`src/rtl/ap_pkg.sv`:
```
// Shared constants for the A*P result packer: default widths,
// FSM state encoding and an index-width helper.
package ap_pkg;

  localparam int def_element_width = 32;
  localparam int def_no_of_units   = 8;
  localparam int def_address_width = 32;
  localparam int def_equations     = 9;
  localparam int def_lane_width    = $clog2(def_no_of_units);

  localparam logic [1:0] IDLE  = 2'd0;
  localparam logic [1:0] FILL  = 2'd1;
  localparam logic [1:0] FLUSH = 2'd2;
  localparam logic [1:0] DONE  = 2'd3;

  function automatic int idx_width(input int n);
    return (n > 1) ? $clog2(n) : 1;
  endfunction

endpackage

```
`src/rtl/ap_lane_buffer.sv`:
```
// Lane register file: U x element_width, per-lane load, sync clear.
// Ports: clk, rst_n, clear, load, lane, data -> words (packed lanes).
module ap_lane_buffer #(
  parameter int element_width = 32,
  parameter int no_of_units   = 8,
  parameter int lane_width    = 3
) (
  input  logic                                 clk,
  input  logic                                 rst_n,
  input  logic                                 clear,
  input  logic                                 load,
  input  logic [lane_width-1:0]                lane,
  input  logic [element_width-1:0]             data,
  output logic [element_width*no_of_units-1:0] words
);

  always_ff @(posedge clk or negedge rst_n) begin
    if (!rst_n) begin
      words <= '0;
    end else if (clear) begin
      words <= '0;
    end else if (load) begin
      words[lane*element_width +: element_width] <= data;
    end
  end

endmodule

```
`src/rtl/ap_result_packer.sv`:
```
// Packs A*P scalars into U-lane words and writes them to AP memory.
// Ports: start/base_address, in_* handshake, mem_* write port, busy, done.
module ap_result_packer
  import ap_pkg::*;
#(
  parameter int element_width                   = def_element_width,
  parameter int no_of_units                     = def_no_of_units,
  parameter int number_of_equations_per_cluster = def_equations,
  parameter int address_width                   = def_address_width
) (
  input  logic                                 clk,
  input  logic                                 rst_n,
  input  logic                                 start,
  input  logic [address_width-1:0]             base_address,
  input  logic                                 in_valid,
  output logic                                 in_ready,
  input  logic [element_width-1:0]             in_data,
  output logic                                 mem_write_enable,
  output logic [address_width-1:0]             mem_address,
  output logic [element_width*no_of_units-1:0] mem_data,
  output logic                                 busy,
  output logic                                 done
);

  localparam int lw = idx_width(no_of_units);
  localparam int cw = $clog2(number_of_equations_per_cluster + 1);
  localparam int dw = element_width * no_of_units;

  logic [1:0]               state;
  logic [lw-1:0]            lane;
  logic [cw-1:0]            count;
  logic [address_width-1:0] word_addr;
  logic [dw-1:0]            buf_q;
  logic [dw-1:0]            merged;
  logic                     accept;
  logic                     last;
  logic                     word_end;
  logic                     buf_clear;
  logic                     buf_load;

  assign in_ready = (state == FILL);
  assign accept   = in_valid & in_ready;
  assign last     = (count == cw'(number_of_equations_per_cluster - 1));
  assign word_end = accept & ((lane == lw'(no_of_units - 1)) | last);

  // A completing scalar bypasses the buffer straight into the word.
  assign buf_clear = ((state == IDLE) & start) | word_end;
  assign buf_load  = accept & ~word_end;

  ap_lane_buffer #(
    .element_width(element_width),
    .no_of_units  (no_of_units),
    .lane_width   (lw)
  ) u_buf (
    .clk  (clk),
    .rst_n(rst_n),
    .clear(buf_clear),
    .load (buf_load),
    .lane (lane),
    .data (in_data),
    .words(buf_q)
  );

  // Unfilled lanes are already zero since the buffer is cleared per word.
  always_comb begin
    merged = buf_q;
    merged[lane*element_width +: element_width] = in_data;
  end

  always_ff @(posedge clk or negedge rst_n) begin
    if (!rst_n) begin
      state            <= IDLE;
      lane             <= '0;
      count            <= '0;
      word_addr        <= '0;
      mem_write_enable <= 1'b0;
      mem_address      <= '0;
      mem_data         <= '0;
      busy             <= 1'b0;
      done             <= 1'b0;
    end else begin
      mem_write_enable <= 1'b0;
      done             <= 1'b0;
      unique case (state)
        IDLE: begin
          if (start) begin
            word_addr <= base_address;
            lane      <= '0;
            count     <= '0;
            busy      <= 1'b1;
            state     <= FILL;
          end
        end
        FILL: begin
          if (accept) begin
            count <= count + 1'b1;
            if (word_end) begin
              mem_write_enable <= 1'b1;
              mem_data         <= merged;
              mem_address      <= word_addr;
              word_addr        <= word_addr + 1'b1;
              lane             <= '0;
            end else begin
              lane <= lane + 1'b1;
            end
            if (last) begin
              state <= FLUSH;
            end
          end
        end
        FLUSH: begin
          done  <= 1'b1;
          state <= DONE;
        end
        DONE: begin
          busy  <= 1'b0;
          state <= IDLE;
        end
        default: state <= IDLE;
      endcase
    end
  end

endmodule
```
`config.mk`:
```
export PLATFORM = sky130hd
export DESIGN_NAME = ap_result_packer
export DESIGN_NICKNAME = d
export VERILOG_FILES = /design/src/rtl/ap_pkg.sv /design/src/rtl/ap_lane_buffer.sv /design/src/rtl/ap_result_packer.sv
export SDC_FILE = /design/constraint.sdc
export NUM_CORES = 1
export LEC_CHECK = 0
export CAP_MARGIN = 20
export CORE_AREA = 2 2 248 311
export DETAILED_ROUTE_END_ITERATION = 12
export DIE_AREA = 0 0 250 313
export PLACE_DENSITY_LB_ADDON = 0.08
export SLEW_MARGIN = 30
export SYNTH_ARGS = -nofsm -noshare
export SYNTH_HDL_FRONTEND = slang
export SYNTH_HIERARCHICAL = 1
export SYNTH_SLANG_ARGS = --single-unit
export TNS_END_PERCENT = 50
```
`constraint.sdc`:
```
create_clock -name clk -period 3.5 [get_ports clk]
set_input_delay 0.875 -clock clk [delete_from_list [all_inputs] [get_ports clk]]
set_output_delay 0.875 -clock clk [all_outputs]
set_load 0.02 [all_outputs]
```
==> results of run 1 <==
## cell families after synthesis
group	after synthesis	share of synthesized area (%)
flip-flops	588	56.1
AND/OR/NAND/NOR	927	15.9
XOR/XNOR	1	0.0334
multiplexers	143	5.46
AO/OA/AOI/OAI	812	18.0
adder cells (fa/ha/maj)	16	0.764
buffers and inverters	232	3.67
## registers in the layout, indices dropped and copies added (netlist names)
signal,count
lane,3
mem_data,256
mem_write_enable,1
count,4
state,2
done,1
u_buf/words,256
word_addr,32
mem_address,32
busy,1
## cell usage after synthesis, drive strengths merged (24+ instances only)
master  count
nor2b      40
o21ai     370
nand4      43
o22ai      28
clkbuf    154
a22o       92
nor2      223
nand2b    107
nand3      25
mux2i     142
a21oi     259
nand2     443
dfrtp     588
buf        58
a32o       24
## cell type report
type | count | area, µm²
fill | 7383 | 42300
sequential | 588 | 14700
multi-input combinational | 1899 | 10700
timing repair buffer | 452 | 4590
clock buffer | 86 | 1730
tap | 977 | 1220
clock inverter | 21 | 170
inverter | 20 | 75.1
antenna | 1 | 2.50
## routing by layer
layer  global-route usage (%)  vias to the layer above
li1                         -                    10045
met1                     31.0                    10605
met2                     37.7                      626
met3                     3.24                      142
met4                     9.01                        2
met5                        0                        -
## cell usage in the layout, fill, tap and decap left out, types with 10 or more instances in the layout
master,n
clkbuf_16,61
a21oi_1,256
clkdlybuf4s50_1,358
nand4_1,42
buf_12,19
o21ai_0,364
buf_4,70
mux2i_1,142
and3_1,11
clkbuf_8,11
nand3_1,22
nand2_1,440
nor2_1,222
a32o_1,24
clkinv_2,14
clkbuf_1,14
inv_1,20
ha_1,15
a22o_1,92
nand2b_1,107
nor2b_1,39
dfrtp_1,587
o2bb2ai_1,10
o22ai_1,28
## power by group through the flow
stage	Clock, mW	Sequential [mW]	Combinational (mW)
4_1_cts	6.52	7.83	5.04
6_report	6.34	7.83	5.02
3_5_place_dp	0	7.95	5.01
5_1_grt	6.77	7.91	5.47
2_1_floorplan	0	7.83	3.09
3_3_place_gp	0	7.93	4.86
## worst min-delay path by stage
| stage | end | slack, ps | cells past startpoint |
|---|---|---|---|
| 3_3_place_gp | mem_data[155] | 460 | 2 |
| 5_1_grt | mem_data[189] | 250 | 1 |
| 3_5_place_dp | mem_address[3] | 460 | 2 |
| 6_report | mem_data[189] | 220 | 1 |
| 4_1_cts | mem_data[61] | 240 | 1 |
| 2_1_floorplan | mem_address[25] | 450 | 2 |
## stage by stage
step | power, mW | setup slack (ps) | instance area, µm² | cells | utilization [%]
global route | 20.2 | 206 | 33200 | 4044 | 44.0
CTS | 19.4 | 266 | 33200 | 4042 | 44.0
finish | 19.2 | 319 | 33200 | 4044 | 44.0
detailed placement | 13.0 | 237 | 31300 | 3935 | 41.5
global placement | 12.8 | 226 | 31200 | 3932 | 41.4
floorplan | 10.9 | 314 | 26200 | 2719 | -
## worst max-delay path: stages, from the launching register on
cell	delay [ps]
dfrtp_1	410
inv_1	130
ha_1	440
clkdlybuf4s50_1	700
==> out/metrics.cfg, run 1 <==
[run_status]
outcome=completed

[worst_setup_path]
cp-start-kind=flop
end_kind=primary output
path_max_fanout=9
crit_arrival_ps=2310
crit_type=reg -> out
r2r_cells=8
rrSetupSlack_ps=580
worstReg2RegEnd=u_buf/words[135]
cp-startpoint=state[1]
required_ps=2620
crit_path_end=in_ready
reg2reg_from=lane[2]

[floorplanning]
die_y_um=313
core_um2=75500
start_util_pct=34.7
pin_count=360
die_area_um2=78300
fp-row-count=113
fp.dieW_um=250

[pwr]
ir_worst_vdd_uv=440
pwr-share-comb_pct=26.2
p_clk_share_pct=33.0
power.net_switching_mw=6.63
power_density_nw_per_um2=578
pwr-share-seq_pct=40.8
intPower_mw=12.6
power.leakage_nw=14.5
switching_share_pct=34.5

[clocking]
clkTransAtPathRegs_ps=60
cts_resized=0
holdBufCountCts=0
cts_buffers=60
worstSkewPairLatency_ps=630
post-cts-setup-buffers=0
cts_sinks=588
cts_root_buf=clkbuf_16
clock_path_buffers=3
cts_max_level=2
cts_tree=done

[timing]
slew_headroom_pct=36.3
fmaxAchievable_ghz=0.314
fin_skew_ps=18.1
worst_pin_slew_ps=953
hold_violations=0
maxSlewViolCount=0
finalSetupViolations=0
fin_tns_setup_ps=0
min_period_ps=3180
finalCritPeriodShare_pct=90.9
grt_setup_unrepaired=no
hold_ws_ps=217

[placed_design]
dpl.hpwl_mm=62.2
gp_congestion=0.798
io_buffers=359

[synthesis]
synth.avg_cell_area_um2=9.64
synth.distinct_cells=56
synth_nets=2803
ys.flop_type=dfrtp_1
async_reset_ff_share_pct=100
synth_edf_count=0
synth.top_cells.by_area=dfrtp_1 (56%), o21ai_0 (6.9%), nand2_1 (6.3%)
yosysWarningCount=6
synth_area_um2=26200
synth_cells=2719
seq_area_frac_synth_pct=56.1
synth-seq-cells=588
synthDominantCellAreaShare_pct=56.1
yosysTopAreaCell=dfrtp_1

[drt]
num_vias=21420
antenna_left=0
dr_wl_met2_mm=42.9
wire_per_inst_um=22.5
drc_errors=0
vias_per_cell=5.30
firstDrtPassIters=5
first_iter_violations=1586
finalWirelength_mm=91.1
routed.top_layer=met5
dr_wl_met3_mm=4.13
m1WireLength_mm=40.4

[flow_run]
cap_violations=0

[final_layout]
final_nets=3105
layout-drive-gt1-share_pct=7.31
area_growth_pct=26.8

[global_route]
overflow=0
grt_max_degree=171
grt.total_usage_pct=23.0
antenna_found_initial=4
grt_pass1_vias=22004
grt_first_pass_wirelength_mm=139

[hold_path]
min_path_type=in -> async

No activity file was read; power rests on OpenSTA's default activity.
==> run 2: changes to the inputs <==
Settings changed: RECOVER_POWER set to 25.
==> out/metrics.cfg, run 2 (synthesis gave the netlist of run 1 again) <==
[run_status]
outcome=finished, violations left
failed_checks=max-capacitance violations, max-slew violations

[pwr]
switching_share_pct=34.6  ; +0.064 points
p_clk_share_pct=33.0  ; about the same
power.leakage_nw=14.5  ; -0.28%
ir_worst_vdd_uv=440  ; about the same
pwr-share-seq_pct=40.8  ; about the same
power.net_switching_mw=6.64  ; +0.21%
power_density_nw_per_um2=579  ; +0.24%
pwr-share-comb_pct=26.2  ; about the same
intPower_mw=12.6  ; about the same

[floorplanning]
fp.dieW_um=250  ; unchanged
start_util_pct=34.7  ; unchanged
die_y_um=313  ; unchanged
die_area_um2=78300  ; unchanged
pin_count=360  ; unchanged
core_um2=75500  ; unchanged
fp-row-count=113  ; unchanged

[hold_path]
whs_endpoint=mem_address[3]
min_path_type=reg -> reg
holdPathStages=2
hp-start=mem_address[3]

[final_layout]
layout-drive-gt1-share_pct=7.14  ; -0.16 points
final_common_cell=dfrtp_1
final_nets=3105  ; unchanged
final_cell_mix=dfrtp_1 (587), nand2_1 (440), o21ai_0 (364), clkdlybuf4s50_1 (358), a21oi_1 (256)
area_growth_pct=26.5
fillers=7396  ; +0.18%
multi_input_area_um2=10700  ; unchanged
seqCellArea_um2=14700  ; unchanged
finalInstanceArea_um2=33200  ; -0.22%
top_regs=mem_data: 256 flops, u_buf/words: 256 flops

[timing]
fin_ws_ps=306  ; -12.9 ps
maxSlewViolCount=63  ; +63
grt_setup_unrepaired=no
fmaxAchievable_ghz=0.313  ; -0.40%
fin_skew_ps=20.0  ; +1.86 ps
min_period_ps=3190  ; +12.9 ps
finalSetupViolations=0  ; unchanged
hold_violations=0  ; unchanged
worst_pin_slew_ps=1970  ; +1020 ps
fin_tns_setup_ps=0  ; unchanged
finalCritPeriodShare_pct=91.3  ; +0.37 points
slew_headroom_pct=-31.6  ; -68 points

[clocking]
clock_path_buffers=3  ; unchanged
cts_resized=0  ; unchanged
cts_root_buf=clkbuf_16
worstSkewPairLatency_ps=630  ; about the same
cts_buffers=60  ; unchanged
cts_tree=done
post-cts-setup-buffers=0  ; unchanged
holdBufCountCts=0  ; unchanged
cts_sinks=588  ; unchanged
cts_max_level=2  ; unchanged
clkTransAtPathRegs_ps=60  ; about the same

[worst_setup_path]
cp_num_buf_inv=2  ; unchanged
worstReg2RegEnd=u_buf/words[135]
r2r_cells=8  ; unchanged
slowest_delay_ps=700  ; about the same
required_ps=2620  ; about the same
path_max_fanout=9  ; unchanged
crit_slowest_cell=clkdlybuf4s50_1
end_kind=primary output
cp-startpoint=state[1]
crit_path_cell_trace=inv_1 > ha_1 > clkdlybuf4s50_1
rrSetupSlack_ps=580  ; about the same
reg2reg_from=lane[2]
crit_arrival_ps=2320  ; about the same
cp-start-kind=flop
crit_family=buffers and inverters
crit_type=reg -> out

[drt]
finalWirelength_mm=91.3  ; +0.21%
antenna_left=0  ; unchanged
num_vias=21467  ; +0.22%
first_iter_violations=1535  ; -3.2%
firstDrtPassIters=5  ; unchanged
vias_per_cell=5.31  ; +0.17%
wire_per_inst_um=22.6  ; +0.16%
drc_errors=0  ; unchanged

[global_route]
grt_max_degree=171  ; unchanged
overflow=0  ; unchanged
grt_pass1_vias=22004  ; unchanged
grt_first_pass_wirelength_mm=139  ; unchanged
antenna_found_initial=4  ; unchanged
grt.total_usage_pct=23.0  ; unchanged

[placed_design]
place_ws_ps=237  ; unchanged
io_buffers=359  ; unchanged
place_area_um2=31300  ; unchanged
gp_congestion=0.798  ; unchanged
dpl.hpwl_mm=62.2  ; unchanged

[flow_run]
cap_violations=1  ; +1

run 2: cell count changes in the layout (fill, tap and decap cells not counted):
| cell | delta |
|---|---|
| buf_12 | -4 |
| buf_8 | -1 |
| clkbuf_4 | +4 |
| buf_4 | -5 |
| diode_2 | +2 |
| clkbuf_1 | +5 |
| clkbuf_2 | +1 |
run 2: cell type report:
| type | instances | area share [%] |
|---|---|---|
| Multi-Input combinational cell | 1899 | 32.4 |
| Tap cell | 977 | 3.69 |
| Inverter | 20 | 0.226 |
| Timing Repair Buffer | 452 | 13.6 |
| Antenna cell | 3 | 0.0226 |
| Clock buffer | 86 | 5.22 |
| Sequential cell | 588 | 44.4 |
| Clock inverter | 21 | 0.513 |
run 2: power by group through the flow:
stage	Combinational [mW]	Clock, mW	Sequential [mW]
CTS	5.04	6.52	7.83
floorplan	3.09	0	7.83
finish	5.03	6.34	7.83
global placement	4.86	0	7.93
detailed placement	5.01	0	7.95
global route	5.46	6.77	7.91
run 2: how the worst max path moves through the flow:
stage                            end  cells after the start
floorplan           u_buf/words[232]                     13
global placement    u_buf/words[176]                      8
detailed placement   u_buf/words[97]                      8
CTS                         in_ready                      3
global route           mem_data[200]                      2
finish                      in_ready                      3
run 2: stage by stage:
| step | cells | utilization, % | hold slack, ps | total power [mW] |
|---|---|---|---|---|
| after global placement | 3932 | 41.4 | 464 | 12.8 |
| after CTS | 4042 | 44.0 | 239 | 19.4 |
| after detailed placement | 3935 | 41.5 | 463 | 13.0 |
| after global routing | 4044 | 43.9 | 500 | 20.1 |
| after floorplan | 2719 | - | 454 | 10.9 |
| final | 4046 | 43.9 | 474 | 19.2 |
run 2: metal layers:
layer  routed length (µm)  vias to the layer above  share of wire (%)  global-route usage [%]
met2                43200                      630                 47                    37.7
met5                    7                        -             0.0077                       0
met1                40100                    10647                 44                    31.0
met4                 3590                        2                3.9                    9.01
met3                 4420                      141                4.8                    3.24
li1                     -                    10047                  -                       -
run 2: tightest hold or removal path, delay by kind of cell, from the launching register on:
family	cells	cell delay (ps)
flops	1	340
simple gates	2	100
==> run 3: changes to the inputs <==
Settings changed: SLEW_MARGIN 30 to 20.
==> out/metrics.cfg, run 3 (synthesis gave the netlist of run 1 again) <==
[run_status]
outcome=finished, violations left
failed_checks=max-capacitance violations, max-slew violations

[timing]
fin_skew_ps=17.2  ; -2.79 ps
hold_violations=0  ; unchanged
worst_pin_slew_ps=1980  ; +7.04 ps
hold_ws_ps=474  ; -0.212 ps
grt_setup_unrepaired=no
slew_headroom_pct=-32.1  ; -0.47 points
finalSetupViolations=0  ; unchanged
fin_tns_setup_ps=0  ; unchanged
min_period_ps=3190  ; -6.69 ps
finalCritPeriodShare_pct=91.1  ; -0.19 points
maxSlewViolCount=63  ; unchanged
fin_ws_ps=313  ; +6.69 ps
fmaxAchievable_ghz=0.314  ; +0.21%

[floorplanning]
start_util_pct=34.7  ; unchanged
die_area_um2=78300  ; unchanged
die_y_um=313  ; unchanged
pin_count=360  ; unchanged
fp-row-count=113  ; unchanged
fp.dieW_um=250  ; unchanged
core_um2=75500  ; unchanged

[drt]
antenna_left=0  ; unchanged
firstDrtPassIters=5  ; unchanged
first_iter_violations=1461  ; -4.8%
num_vias=21466  ; -0.0047%
wire_per_inst_um=22.6  ; about the same
finalWirelength_mm=91.3  ; about the same
vias_per_cell=5.30  ; about the same
drc_errors=0  ; unchanged

[pwr]
pwr-share-comb_pct=25.0  ; -1.2 points
switching_share_pct=33.7  ; -0.87 points
power_density_nw_per_um2=595  ; +2.8%
power.leakage_nw=14.6  ; +0.71%
p_clk_share_pct=35.6  ; +2.6 points
pwr-share-seq_pct=39.5  ; -1.3 points
intPower_mw=13.2  ; +4.8%
ir_worst_vdd_uv=442  ; +0.56%
totalPowerFinal_mw=19.9  ; +3.4%
power.net_switching_mw=6.70  ; +0.84%

[worst_setup_path]
crit_cells=3  ; unchanged
path_max_fanout=9  ; unchanged
crit_path_cell_trace=inv_1 > ha_1 > clkdlybuf4s50_1
required_ps=2620  ; about the same
cp-start-kind=flop
crit_arrival_ps=2310  ; about the same
rrSetupSlack_ps=590  ; about the same
cp_num_buf_inv=2  ; unchanged
slowest_delay_ps=690  ; about the same
worstReg2RegEnd=u_buf/words[183]
crit_family=buffers and inverters
end_kind=primary output
crit_type=reg -> out
r2r_cells=10  ; +2
crit_path_end=in_ready
crit_slowest_cell=clkdlybuf4s50_1
reg2reg_from=count[0]
cp-startpoint=state[1]

[global_route]
grt_max_degree=171  ; unchanged
grt_util_met3_pct=4.15  ; +0.91 points
antenna_found_initial=6  ; +2
grt.total_usage_pct=23.2  ; +0.14 points
grt_first_pass_wirelength_mm=140  ; +0.54%
met2_usage_pct=37.5  ; -0.19 points
met1_usage_pct=30.8  ; -0.12 points
overflow=0  ; unchanged
grt-busiest-layer=met2
grt_pass1_vias=22051  ; +0.21%

[final_layout]
fillers=7392  ; -0.054%
multi_input_area_um2=10700  ; unchanged
post-route-util_pct=44.2  ; +0.27 points
seqCellArea_um2=14700  ; unchanged
top_regs=mem_data: 256 flops, u_buf/words: 256 flops
final_nets=3103  ; -0.064%
finalInstanceArea_um2=33400  ; +0.62%
area_growth_pct=27.3
final_common_cell=dfrtp_1
layout-drive-gt1-share_pct=7.37  ; +0.22 points
finalNonFillerCells=4047  ; +0.025%
final_cell_mix=dfrtp_1 (587), nand2_1 (440), o21ai_0 (364), clkdlybuf4s50_1 (358), a21oi_1 (256)

[flow_run]
cap_violations=1  ; unchanged

[clocking]
worstSkewPairLatency_ps=640  ; about the same
clkTransAtPathRegs_ps=60  ; about the same
cts_tree=done
cts_max_level=2  ; unchanged
cts_root_buf=clkbuf_16
clock_path_buffers=3  ; unchanged
cts_resized=0  ; unchanged
holdBufCountCts=0  ; unchanged
cts_buffers=61  ; +1.7%
cts_sinks=588  ; unchanged
post-cts-setup-buffers=0  ; unchanged

[hold_path]
min_path_type=reg -> reg

[placed_design]
gp_congestion=0.798  ; unchanged
dpl.hpwl_mm=62.1  ; -0.27%
place_ws_ps=211  ; -25.8 ps
place_area_um2=31200  ; -0.19%
io_buffers=359  ; unchanged
dp_cells=3932  ; -0.076%

## run 3: cell count changes in the layout (fill, tap and decap cells not counted), sizes merged
cell,previous run,this run
bufinv,2,10
inv,22,21
buf,84,81
diode,3,2
clkinvlp,3,2
clkinv,14,16
clkbuf,96,93
## run 3: area by class of cell
cell class,count,area share [%]
sequential,588,44.1
multi-input combinational,1899,32.2
timing repair buffer,449,13.3
clock buffer,83,5.21
tap,977,3.66
clock inverter,29,1.28
inverter,20,0.225
antenna,2,0.0150
## run 3: worst min path at each step
stage	start	endpoint	cells past startpoint
2_1_floorplan	word_addr[25]	mem_address[25]	2
3_3_place_gp	mem_data[155]	mem_data[155]	2
3_5_place_dp	mem_address[3]	mem_address[3]	2
4_1_cts	rst_n	u_buf/words[115]	1
5_1_grt	u_buf/words[124]	u_buf/words[124]	1
6_report	mem_address[3]	mem_address[3]	2
## run 3: routing by layer
| metal | wire (µm) | vias to the layer above |
|---|---|---|
| li1 | - | 10050 |
| met1 | 39700 | 10632 |
| met2 | 42900 | 608 |
| met3 | 4930 | 172 |
| met4 | 3840 | 4 |
| met5 | 21 | - |
## run 3: tightest hold or removal path, cell delays in order, from the launching register on
cell and delay (ps):
dfrtp_1 340, nand2_1 50, nand2_1 50
## run 3: power by group through the flow
stage	Combinational (mW)	Clock [mW]	Sequential, mW
final	4.96	7.07	7.84
after global routing	5.42	7.52	7.91
after CTS	4.99	7.26	7.83
after detailed placement	4.98	0	7.95
after global placement	4.86	0	7.93
after floorplan	3.09	0	7.83
